### src/rtl/taillight_seq_if.sv
// Request/lamp bundle between the driver-input debouncers, the sequencer
// and the lamp output pins. The master side (debouncer/bench) drives the
// requests; the slave side (sequencer) drives the lamp banks and the tick.
interface taillight_seq_if #(
  parameter int LAMPS = 3
);
  logic             left_req;
  logic             right_req;
  logic             hazard;
  logic             brake;
  logic [LAMPS-1:0] left;
  logic [LAMPS-1:0] right;
  logic             tick;

  modport master (
    output left_req, right_req, hazard, brake,
    input  left, right, tick
  );

  modport slave (
    input  left_req, right_req, hazard, brake,
    output left, right, tick
  );
endinterface

### src/rtl/taillight_seq.sv
// Tail-light sequencer for both lamp banks: left/right turn fill, hazard
// flash and brake override, stepped by an internal power-of-two divider.
module taillight_seq #(
  parameter int LAMPS = 3,
  parameter int DIV_W = 26
) (
  input  logic            clk,
  input  logic            rst,
  taillight_seq_if.slave  bus
);

  localparam int STEP_W = $clog2(LAMPS + 1);
  localparam logic [LAMPS:0]      FILL_ONE = (LAMPS + 1)'(1);
  localparam logic [STEP_W-1:0]   STEP_ONE = STEP_W'(1);
  localparam logic [STEP_W-1:0]   STEP_MAX = STEP_W'(LAMPS);
  localparam logic [DIV_W-1:0]    DIV_ONE  = DIV_W'(1);

  typedef enum logic [1:0] {
    IDLE   = 2'd0,
    LEFT   = 2'd1,
    RIGHT  = 2'd2,
    HAZARD = 2'd3
  } mode_t;

  logic [DIV_W-1:0]  div;
  logic              tick;
  mode_t             mode;
  mode_t             req_mode;
  logic [STEP_W-1:0] step;
  logic              brake_q;
  logic [LAMPS-1:0]  left_bank;
  logic [LAMPS-1:0]  right_bank;

  // Next position in the sequence for the current mode. LEFT/RIGHT run
  // 0..LAMPS (the extra position is the dark gap), HAZARD toggles 0/1.
  function automatic logic [STEP_W-1:0] next_step(input mode_t m,
                                                  input logic [STEP_W-1:0] s);
    case (m)
      LEFT, RIGHT: next_step = (s == STEP_MAX) ? '0 : s + STEP_ONE;
      HAZARD:      next_step = {{(STEP_W-1){1'b0}}, ~s[0]};
      default:     next_step = '0;
    endcase
  endfunction

  // Thermometer fill from the inner lamp: step lamps lit, (1<<step)-1.
  // Computed one bit wider so step == LAMPS lights the whole bank.
  function automatic logic [LAMPS-1:0] lamp_fill(input logic [STEP_W-1:0] s);
    logic [LAMPS:0] t;
    t = (FILL_ONE << s) - FILL_ONE;
    lamp_fill = t[LAMPS-1:0];
  endfunction

  // Step strobe: the last count of the divider.
  assign tick = (div == {DIV_W{1'b1}});

  // Request decode: hazard, or both turn requests together, wins.
  always_comb begin
    req_mode = IDLE;
    if (bus.hazard || (bus.left_req && bus.right_req)) begin
      req_mode = HAZARD;
    end else if (bus.left_req) begin
      req_mode = LEFT;
    end else if (bus.right_req) begin
      req_mode = RIGHT;
    end
  end

  // Free-running divider; deliberately not cleared on a mode change.
  always_ff @(posedge clk) begin
    if (rst) begin
      div <= '0;
    end else begin
      div <= div + DIV_ONE;
    end
  end

  // Mode/step state machine plus the brake sample. A mode change restarts
  // the sequence at step 0 and takes precedence over a coincident tick.
  always_ff @(posedge clk) begin
    if (rst) begin
      mode    <= IDLE;
      step    <= '0;
      brake_q <= 1'b0;
    end else begin
      brake_q <= bus.brake;
      mode    <= req_mode;
      if (req_mode != mode) begin
        step <= '0;
      end else if (tick) begin
        step <= next_step(mode, step);
      end
    end
  end

  // Lamp decode from registered state; hazard flashing ignores the brake.
  always_comb begin
    left_bank  = brake_q ? '1 : '0;
    right_bank = brake_q ? '1 : '0;
    case (mode)
      LEFT: begin
        left_bank = lamp_fill(step);
      end
      RIGHT: begin
        right_bank = lamp_fill(step);
      end
      HAZARD: begin
        left_bank  = step[0] ? '1 : '0;
        right_bank = step[0] ? '1 : '0;
      end
      default: begin
      end
    endcase
  end

  assign bus.left  = left_bank;
  assign bus.right = right_bank;
  assign bus.tick  = tick;

endmodule

### src/flat_wrapper.sv
// flat-port wrapper written by rule: the top's interface ports become plain ports
module taillight_seq_flat 
#(
  parameter int LAMPS = 3,
  parameter int DIV_W = 26
)
  (clk, rst, bus_left_req, bus_right_req, bus_hazard, bus_brake, bus_left, bus_right, bus_tick);
  taillight_seq_if #(.LAMPS(LAMPS)) bus_i ();
  input  logic clk;
  input  logic rst;
  input wire logic [$bits(bus_i.left_req)-1:0] bus_left_req;
  input wire logic [$bits(bus_i.right_req)-1:0] bus_right_req;
  input wire logic [$bits(bus_i.hazard)-1:0] bus_hazard;
  input wire logic [$bits(bus_i.brake)-1:0] bus_brake;
  output wire logic [$bits(bus_i.left)-1:0] bus_left;
  output wire logic [$bits(bus_i.right)-1:0] bus_right;
  output wire logic [$bits(bus_i.tick)-1:0] bus_tick;
  assign bus_i.left_req = bus_left_req;
  assign bus_i.right_req = bus_right_req;
  assign bus_i.hazard = bus_hazard;
  assign bus_i.brake = bus_brake;
  assign bus_left = bus_i.left;
  assign bus_right = bus_i.right;
  assign bus_tick = bus_i.tick;
  taillight_seq #(.LAMPS(LAMPS), .DIV_W(DIV_W)) u_core (.clk(clk), .rst(rst), .bus(bus_i));
endmodule
### config.mk
export PLATFORM = sky130hd
export DESIGN_NAME = taillight_seq_flat
export DESIGN_NICKNAME = d
export VERILOG_FILES = /design/src/rtl/taillight_seq_if.sv /design/src/rtl/taillight_seq.sv /design/src/flat_wrapper.sv
export SDC_FILE = /design/constraint.sdc
export NUM_CORES = 1
export LEC_CHECK = 0
export BUFFER_PORTS_ARGS = -buffer_cell sky130_fd_sc_hd__buf_2
export CAP_MARGIN = 25
export CORE_ASPECT_RATIO = 1.75
export CORE_MARGIN = 10
export CORE_UTILIZATION = 38
export CTS_BUF_LIST = sky130_fd_sc_hd__clkbuf_8 sky130_fd_sc_hd__clkbuf_16
export CTS_CLUSTER_DIAMETER = 150
export CTS_CLUSTER_SIZE = 12
export DETAILED_ROUTE_END_ITERATION = 7
export GPL_ROUTABILITY_DRIVEN = 0
export HOLD_SLACK_MARGIN = 0.1
export PLACE_DENSITY = 0.63
export SLEW_MARGIN = 25
export SYNTH_ARGS = -nofsm -noshare
export SYNTH_HDL_FRONTEND = slang
export SYNTH_SLANG_ARGS = --single-unit
### constraint.sdc
create_clock -name clk -period 2.6 [get_ports clk]
set_clock_uncertainty 0.15 [all_clocks]
set_input_delay 0.26 -clock clk [delete_from_list [all_inputs] [get_ports clk]]
set_output_delay 0.26 -clock clk [all_outputs]
set_load 0.02 [all_outputs]
==> reports/metrics.yaml <==
critPathRequiredTime_ns: 2.19
synth_area_leaders: "dfxtp_1 39%, ha_1 7.0%, a21oi_1 5.3%"
period_minus_slack_ns: 2.25
grt_overflow: 0
rrSetupSlack_ns: 0.49
start_util: 0.390
hold_viol: 0
core-area_mm2: 0.00411
seq_area_frac_synth: 0.387
r2r-end: "u_core.step[1]$_SDFFE_PP0N_"
netlist_instances: 195
crit_type: "register to output port"
grt_pass1_vias: 1405
grt_max_degree: 31
min_path_cells: 2
diodes: 0
rsz0062_at_grt: "false"
critPathTopFamily: "simple AND/OR/NAND/NOR gates"
ys.flop_type: "dfxtp_1"
period_share: 0.865
ir_worst_vdd_mv: 0.440
port_buffers: 12
setup_viol: 0
htreeDepth: 2
cts_buffer_depth: 2
worstHoldStart: "rst"
cts_resized: 0
synth-seq-cells: 31
final_net_count: 227
drv_cap: 0
leakage_nw: 0.655
design.die.area_mm2: 0.00732
slew_headroom: 0.628
rows: 31
yosys.area.top_type_share: 0.387
async_flop_share: 0
slew_viol_final: 0
worstPathMaxFanout: 13
synth_common_cells: "31 x dfxtp_1, 19 x nor2_1, 18 x nand2_1"
cts-buffers-inserted: 5
end_kind: "output port"
post_drt_wl_per_cell_um: 12.3
postCtsSetupBuffers: 0
holdPathEnd: "u_core.mode[1]$_SDFF_PP0_"
synth_area_leader_cell: "dfxtp_1"
drive_gt1_frac: 0.0948
ant_nets: 0
worst_pin_slew_ns: 0.558
route.detailed.drc: 0
synth_edf_count: 0
clkSinkCount: 31
clk_latency_ns: 0.27
grt_pass1_wl_um: 5750
antenna_found_initial: 0
drtPass1Iterations: 4
powerDensity_mw_per_mm2: 488
via_per_inst: 5.49
worstSetupStartpointType: "register"
initialDrtViolationCount: 16
layout_setup_ws_ns: 0.352
crit_path_cell_trace: "and4_1 > nand2_1 > nor4_1 > buf_2"
hold_class: "input port to register"
cp.arrival_ns: 1.84
ios: 13
die_y_um: 106
syn_nets: 210
synth_area_mm2: 0.00160
worst_path_largest_cell_delay_ns: 0.41
dpl.cell_count: 249
root_buffer: "clkbuf_8"
synth_cell_types: 29
timing.rr.start: "u_core.div[0]$_SDFF_PP0_"
r2r_cells: 5
clk_pin_slew_ns: 0.06
tritoncts: "done"
stdcell_count: 260
fin_tns_setup_ns: 0
track_usage: 0.0919
crit_buf_inv: 1
status: "finished, final reports clean"
pre_cts_ws_ns: 0.497
syn_avg_cell_area_um2: 8.22
routed_wl_um: 3200
die_w_um: 69.1
fmax_ghz: 0.445
synth_warnings: 0
crit_slowest_cell: "dfxtp_1"
yosysMostFrequentCell: "dfxtp_1"
area_growth_pct: 13.0
hpwl_um: 2330
vias: 1427
-- layer usage --
metal	up-vias	GRT usage	part of all wire
met1	669	0.0831	0.39
met4	0	0.0592	0.021
li1	726	-	-
met3	7	0.0335	0.058
met2	25	0.167	0.53
met5	-	0	0
-- worst reg2reg max path, cell delays in order (launching register included) --
cell and delay, ns:
dfxtp_1 0.36, ha_1 0.24, nand4_1 0.11, or3_1 0.49, or4_1 0.55, a21oi_1 0.15
-- stage by stage --
step           hold slack (ns)  cell area [um^2]   util  power [mW]
2_1_floorplan            0.226              1600      -       0.538
3_3_place_gp             0.297              1690  0.411       0.558
3_5_place_dp             0.305              1690  0.411       0.558
4_1_cts                  0.309              1810  0.441       0.900
5_1_grt                  0.346              1810  0.441       0.928
6_report                 0.301              1810  0.441       0.884
-- layout make-up --
class                   instances  area [um^2]
clock buffers                   5         68.8
clock inverters                 1         3.75
repair buffers                 17          110
inverters                       7         26.3
fillers                       451         2300
well taps                      49         61.3
flip-flops and latches         31          621
multi-input cells             150          921
-- registers in the layout (all words and copies together) (netlist names) --
name and flops:
u_core.div 26, u_core.mode 2, u_core.step 2, u_core.brake_q 1
-- logic make-up after synthesis --
logic type,after synthesis,share of synthesized area
flip-flops,31,0.387
AO/OA/AOI/OAI,37,0.127
adder cells (fa/ha/maj),9,0.0703
AND/OR/NAND/NOR,91,0.306
XOR/XNOR,13,0.0710
buffers and inverters,14,0.0382
-- placed cells by master, fill, tap and decap left out, drive strengths merged --
master / Yosys / final
dfxtp: 31 / 31
nor2: 19 / 19
nand2: 18 / 18
a21oi: 17 / 17
o21ai: 13 / 13
buf: 3 / 12
nand3: 11 / 11
or3: 10 / 10
ha: 9 / 9
nand4: 9 / 9
inv: 7 / 8
xor2: 7 / 7
or4: 7 / 7
xnor2: 6 / 6
and4: 5 / 5
o31ai: 5 / 5
clkbuf: 4 / 5
dlygate4sd3: 0 / 5
nor3: 3 / 3
nor2b: 3 / 3
nor4: 2 / 2
and2: 2 / 2
nand2b: 1 / 1
and3: 1 / 1
o211ai: 1 / 1
a31o: 1 / 1
-- worst max path at each step --
| stage | start | endpoint | slack [ns] | cells after the start |
|---|---|---|---|---|
| 2_1_floorplan | u_core.div[11]$_SDFF_PP0_ | bus_tick | 0.50 | 5 |
| 3_3_place_gp | u_core.div[0]$_SDFF_PP0_ | u_core.step[1]$_SDFFE_PP0N_ | 0.54 | 5 |
| 3_5_place_dp | u_core.div[0]$_SDFF_PP0_ | u_core.step[1]$_SDFFE_PP0N_ | 0.50 | 5 |
| 4_1_cts | u_core.div[11]$_SDFF_PP0_ | bus_tick | 0.33 | 4 |
| 5_1_grt | u_core.div[12]$_SDFF_PP0_ | bus_tick | 0.17 | 4 |
| 6_report | u_core.div[11]$_SDFF_PP0_ | bus_tick | 0.35 | 4 |
-- what timing repair did --
action	4_1_cts	5_1_grt
hold buffers	5	0
hold endpoints to repair	3	0
endpoints found under the setup margin	0	0
-- where the power goes --
group | switching [mW] | internal (mW) | leakage (nW)
combinational | 0.0361 | 0.0267 | 0.362
clock | 0.158 | 0.174 | 0.0413
sequential | 0.00719 | 0.482 | 0.251
No activity file was read; power rests on OpenSTA's default activity.
